--- src/rtl/multicycle_control_fsm.sv ---
// Multicycle MIPS control FSM for the core subset: R-type, lw, sw, beq, bne,
// addi, andi, ori, slti and j. Drives every datapath mux select and write
// enable. A wait counter stretches the FETCH, MEM_READ and MEM_WRITE states
// to MEM_WAIT cycles each, so the memory latency can be configured.
// Outputs are Moore: they depend on state and counter only. The exceptions
// are BranchNe and the IMM_EXEC ALUSrcB choice, which read the opcode. The
// IR holds the opcode steady for the whole instruction.

module multicycle_control_fsm #(
  parameter int MEM_WAIT = 1,
  parameter int OPW      = 6
) (
  input  logic           clk,
  input  logic           rst,
  input  logic [OPW-1:0] op_code,
  output logic           IorD,
  output logic           ALUSrcA,
  output logic [2:0]     ALUSrcB,
  output logic [1:0]     ALUOp,
  output logic [1:0]     PCSource,
  output logic           RegDst,
  output logic           MemtoReg,
  output logic           IRWrite,
  output logic           PCWrite,
  output logic           PCWriteCond,
  output logic           MemWrite,
  output logic           RegWrite,
  output logic           BranchNe,
  output logic           illegal_op,
  output logic [3:0]     state_o
);

  localparam logic [3:0] S_FETCH     = 4'd0;
  localparam logic [3:0] S_DECODE    = 4'd1;
  localparam logic [3:0] S_EXECUTE   = 4'd2;
  localparam logic [3:0] S_ALU_WB    = 4'd3;
  localparam logic [3:0] S_MEM_ADDR  = 4'd4;
  localparam logic [3:0] S_MEM_READ  = 4'd5;
  localparam logic [3:0] S_MEM_WB    = 4'd6;
  localparam logic [3:0] S_MEM_WRITE = 4'd7;
  localparam logic [3:0] S_BRANCH    = 4'd8;
  localparam logic [3:0] S_JUMP      = 4'd9;
  localparam logic [3:0] S_IMM_EXEC  = 4'd10;
  localparam logic [3:0] S_IMM_WB    = 4'd11;
  localparam logic [3:0] S_ILLEGAL   = 4'd12;

  localparam logic [OPW-1:0] OP_RTYPE = OPW'(6'b000000);
  localparam logic [OPW-1:0] OP_LW    = OPW'(6'b100011);
  localparam logic [OPW-1:0] OP_SW    = OPW'(6'b101011);
  localparam logic [OPW-1:0] OP_BEQ   = OPW'(6'b000100);
  localparam logic [OPW-1:0] OP_BNE   = OPW'(6'b000101);
  localparam logic [OPW-1:0] OP_J     = OPW'(6'b000010);
  localparam logic [OPW-1:0] OP_ADDI  = OPW'(6'b001000);
  localparam logic [OPW-1:0] OP_ANDI  = OPW'(6'b001100);
  localparam logic [OPW-1:0] OP_ORI   = OPW'(6'b001101);
  localparam logic [OPW-1:0] OP_SLTI  = OPW'(6'b001010);

  // Last counter value of a memory window; the counter runs 0..MEM_WAIT-1.
  localparam logic [3:0] WAIT_LAST = 4'(MEM_WAIT - 1);

  logic [3:0] state_q, state_d;
  logic [3:0] cnt_q, cnt_d;
  logic       wait_done;

  // Unmasked enables; rst forces them low at the port boundary.
  logic ir_we, pc_we, pc_cond_we, mem_we, reg_we, illegal;

  assign wait_done = (cnt_q == WAIT_LAST);
  assign state_o   = state_q;

  // State and wait-counter registers; reset aborts any instruction at once.
  always_ff @(posedge clk or posedge rst) begin
    if (rst) begin
      state_q <= S_FETCH;
      cnt_q   <= 4'd0;
    end else begin
      state_q <= state_d;
      cnt_q   <= cnt_d;
    end
  end

  // Next-state and counter logic. The counter only moves inside wait states
  // and is cleared on the cycle that leaves them, so it enters every window at 0.
  always_comb begin
    state_d = state_q;
    cnt_d   = 4'd0;
    case (state_q)
      S_FETCH: begin
        if (wait_done) state_d = S_DECODE;
        else           cnt_d   = cnt_q + 4'd1;
      end
      S_DECODE: begin
        case (op_code)
          OP_RTYPE:                          state_d = S_EXECUTE;
          OP_LW, OP_SW:                      state_d = S_MEM_ADDR;
          OP_BEQ, OP_BNE:                    state_d = S_BRANCH;
          OP_J:                              state_d = S_JUMP;
          OP_ADDI, OP_ANDI, OP_ORI, OP_SLTI: state_d = S_IMM_EXEC;
          default:                           state_d = S_ILLEGAL;
        endcase
      end
      S_EXECUTE:  state_d = S_ALU_WB;
      S_ALU_WB:   state_d = S_FETCH;
      S_MEM_ADDR: state_d = (op_code == OP_LW) ? S_MEM_READ : S_MEM_WRITE;
      S_MEM_READ: begin
        if (wait_done) state_d = S_MEM_WB;
        else           cnt_d   = cnt_q + 4'd1;
      end
      S_MEM_WB:   state_d = S_FETCH;
      S_MEM_WRITE: begin
        if (wait_done) state_d = S_FETCH;
        else           cnt_d   = cnt_q + 4'd1;
      end
      S_BRANCH:   state_d = S_FETCH;
      S_JUMP:     state_d = S_FETCH;
      S_IMM_EXEC: state_d = S_IMM_WB;
      S_IMM_WB:   state_d = S_FETCH;
      S_ILLEGAL:  state_d = S_ILLEGAL;
      default:    state_d = S_FETCH;
    endcase
  end

  // Moore decode of the datapath selects and raw enables from the current state.
  always_comb begin
    IorD       = 1'b0;
    ALUSrcA    = 1'b0;
    ALUSrcB    = 3'b000;
    ALUOp      = 2'b00;
    PCSource   = 2'b00;
    RegDst     = 1'b0;
    MemtoReg   = 1'b0;
    BranchNe   = 1'b0;
    ir_we      = 1'b0;
    pc_we      = 1'b0;
    pc_cond_we = 1'b0;
    mem_we     = 1'b0;
    reg_we     = 1'b0;
    illegal    = 1'b0;
    case (state_q)
      S_FETCH: begin
        ALUSrcB = 3'b001;
        // PC and IR load once, on the final cycle of the memory window.
        ir_we   = wait_done;
        pc_we   = wait_done;
      end
      S_DECODE: begin
        // Branch target computed speculatively while the opcode is decoded.
        ALUSrcB = 3'b011;
      end
      S_EXECUTE: begin
        ALUSrcA = 1'b1;
        ALUOp   = 2'b10;
      end
      S_ALU_WB: begin
        RegDst = 1'b1;
        reg_we = 1'b1;
      end
      S_MEM_ADDR: begin
        ALUSrcA = 1'b1;
        ALUSrcB = 3'b010;
      end
      S_MEM_READ: begin
        IorD = 1'b1;
      end
      S_MEM_WB: begin
        MemtoReg = 1'b1;
        reg_we   = 1'b1;
      end
      S_MEM_WRITE: begin
        IorD   = 1'b1;
        mem_we = 1'b1;
      end
      S_BRANCH: begin
        ALUSrcA    = 1'b1;
        ALUOp      = 2'b01;
        PCSource   = 2'b01;
        pc_cond_we = 1'b1;
        BranchNe   = (op_code == OP_BNE);
      end
      S_JUMP: begin
        PCSource = 2'b10;
        pc_we    = 1'b1;
      end
      S_IMM_EXEC: begin
        ALUSrcA = 1'b1;
        ALUOp   = 2'b11;
        // Logical immediates are zero-extended, arithmetic ones sign-extended.
        ALUSrcB = ((op_code == OP_ANDI) || (op_code == OP_ORI)) ? 3'b100 : 3'b010;
      end
      S_IMM_WB: begin
        reg_we = 1'b1;
      end
      S_ILLEGAL: begin
        illegal = 1'b1;
      end
      default: begin
      end
    endcase
  end

  // Enables are masked by rst directly so nothing writes while reset is held,
  // even though FETCH with MEM_WAIT=1 would otherwise raise IRWrite/PCWrite.
  always_comb begin
    IRWrite     = ir_we      & ~rst;
    PCWrite     = pc_we      & ~rst;
    PCWriteCond = pc_cond_we & ~rst;
    MemWrite    = mem_we     & ~rst;
    RegWrite    = reg_we     & ~rst;
    illegal_op  = illegal    & ~rst;
  end

endmodule

--- config.mk ---
export PLATFORM = sky130hd
export DESIGN_NAME = multicycle_control_fsm
export DESIGN_NICKNAME = d
export VERILOG_FILES = /design/src/rtl/multicycle_control_fsm.sv
export SDC_FILE = /design/constraint.sdc
export NUM_CORES = 1
export LEC_CHECK = 0
export CORE_UTILIZATION = 42
export CTS_CLUSTER_SIZE = 25
export DETAILED_ROUTE_END_ITERATION = 8
export DONT_BUFFER_PORTS = 1
export SETUP_SLACK_MARGIN = 0.05
export SLEW_MARGIN = 25
export SYNTH_ARGS = -nofsm -noshare
export SYNTH_HDL_FRONTEND = slang
export SYNTH_SLANG_ARGS = --single-unit
--- constraint.sdc ---
create_clock -name clk -period 2.74 [get_ports clk]
set_clock_uncertainty 0.05 [all_clocks]
set_input_delay 0.548 -clock clk [delete_from_list [all_inputs] [get_ports clk]]
set_output_delay 0.548 -clock clk [all_outputs]
set_load 0.01 [all_outputs]
==> run metrics <==
DP HPWL=1.37 mm; CP Cell Sequence=nor3_2, nand2_1, nor3_1, a21o_1; combinational share of power=56.0%; initial core utilization=46.8%; synth warn=0; fmax=406 MHz; TritonCTS clock tree=yes; via count=690; post-synth top area share=27.1%; CTS Sinks=8; vias in the first global route=643; Int Power=362 uW; reg2reg start=state_o[2]; clock group share of total power=12.7%; Power Density=932 nW/um^2; VDD IR max=0.000489 V; Final WS setup=0.276 ns; Final #Nets=109; endpoints failing hold=0; Seq pwr share=31.3%; FP Rows=14; outcome=finished, violations left; synthesized instance count=96; final wirelength=1.74 mm; final worst path period share=89.9%; grt ovf=0; wire per inst=15.4 um; post-cts gate resize count=0; Max FO, Critical Path=9; max cap viols=0; CTS Buf Count=3; CTS Root Cell=clkbuf_4; # DRC=2; I/O pins=30; DIE AREA=1930 um^2; clk_lat worst skew=0.26 ns; port buffer count=0; crit path DAT=1.87 ns; GRT Total Usage=20.3%; final setup fails=0; register area share after synthesis=27.1%; Largest stage delay, worst path=0.52 ns; cell taking the most area after synthesis=dfrtp_1; Die Wd=43.9 um; Hold Path Class=input pin to async pin; Post-synth EDFFs=0; main area contributors after synthesis=dfrtp_1 27%, nor3_1 6.8%, nor2_1 5.1%, nor2b_1 4.2%, buf_2 4.1%; syn avg cell area=7.69 um^2; first-pass GRT wire length=2.86 mm; # H-tree levels=1; die height=43.9 um; pre-CTS setup slack=0.536 ns; Yosys cell types=34; max-slew violations=0; net switching fraction of the power=50.4%; Longest Clk Path Bufs=2; failing checks=design-rule violations; post-route setup TNS=0 ns; crit path launch type=flop; CTS clk-pin slew, worst paths=0.06 ns; largest net degree at the start of global routing=16; vias per cell=6.11; Netlist Area Pre-Place=738 um^2; slowest cell on the critical path=dfrtp_1; worst-margin pin slew=0.497 ns; CTS hold repair buffers=0; DR pass1 iterations=6; R2R depth=5; fin crit period=2.46 ns; First DRT Iteration DRCs=19; Leak Pwr=0.000320 uW; core footprint=1580 um^2; Layout area overhead=6.27%; number of setup buffers added after CTS=0; max_slew headroom=66.8%; Syn Nets=106; R2R setup slack=0.96 ns; GP Congestion=0.782; ys async rst share=100%; share of cells above drive strength 1=15.5%; Sw Pwr=369 uW; RSZ-0062 raised after global routing=no; WS Path Type=flop to primary output; reg2reg end=state_o[1]; CP Capture Type=primary output; Req. time, crit path=2.14 ns; Antenna Nets Post-Route=0; initial antenna violation count=0; commonest cells in the synthesized netlist=10 x nor2_1, 10 x nor3_1, 8 x dfrtp_1; Primary FF master, synth=dfrtp_1; synthesis-stage register bit count=8; Antenna Diode Count=0
layout by cell type, fill, tap and decap left out, types with 3 or more instances in the layout:
cell type  count
and3_1         3
nor2b_1        5
nor3_1        10
nor2_1        10
nand2_1        7
nand3_1        3
dfrtp_1        8
buf_4          5
o21ai_0        5
clkbuf_4       3
nor3b_1        3
nand2b_1       3
inv_1          4
how the worst max path moves through the flow:
stage | startpoint | cells after the start | to | slack [ns]
floorplan | state_o[1] | 4 | BranchNe | 0.66
global placement | state_o[1] | 4 | PCWrite | 0.57
detailed placement | state_o[1] | 4 | PCWrite | 0.54
CTS | state_o[1] | 4 | PCWrite | 0.26
global route | cnt_q[0] | 6 | PCWrite | 0.09
finish | state_o[1] | 4 | PCWrite | 0.28
final cells by class:
type / instances / area (um^2)
fill: 157 / 792
multi-input combinational: 77 / 489
sequential: 8 / 200
timing repair buffer: 5 / 37.5
clock buffer: 3 / 22.5
tap: 16 / 20.0
inverter: 4 / 15.0
cell families (layout without fill, tap and decap cells):
kind of cell / Yosys count / in the layout / synth area share, %
xor gates and xnor gates: 2 / 2 / 2.37
DFF: 8 / 8 / 27.1
AOI/OAI and AO/OA: 18 / 18 / 17.5
and+or+nand+nor: 55 / 55 / 43.1
buffers and inverters: 11 / 12 / 6.61
adders and majority gates: 2 / 2 / 3.39
metal layers:
layer  global-route usage (%)  wire (um)
met1                     27.2        811
met2                     29.3        745
met3                     9.58        156
met4                     6.06         31
met5                        0          0
flip-flops by register name (all words and copies together) (netlist names):
name	cells
cnt_q	4
state_o	4
critical path, delay by kind of cell, from the launching register on:
family | cells | cell delay [ns]
compound gates | 1 | 0.18
flops | 1 | 0.52
simple gates | 3 | 0.91
stage by stage:
step | area (um^2) | std cells | power [uW] | hold slack, ns | util [%]
2_1_floorplan | 738 | 96 | 556 | 0.335 | -
3_3_place_gp | 762 | 110 | 639 | 0.374 | 48.3
4_1_cts | 785 | 113 | 735 | 0.0987 | 49.8
5_1_grt | 785 | 113 | 788 | 0.107 | 49.8
6_report | 785 | 113 | 731 | 0.0937 | 49.8
3_5_place_dp | 762 | 110 | 641 | 0.376 | 48.3
power by group through the flow:
stage / clock network (uW) / logic (uW) / registers (uW)
after floorplan: 0 / 379 / 177
after global placement: 0 / 411 / 228
after detailed placement: 0 / 410 / 231
after CTS: 94.7 / 411 / 229
after global routing: 101 / 451 / 236
final: 93.0 / 409 / 228
Power figures use the tool's default switching activity.
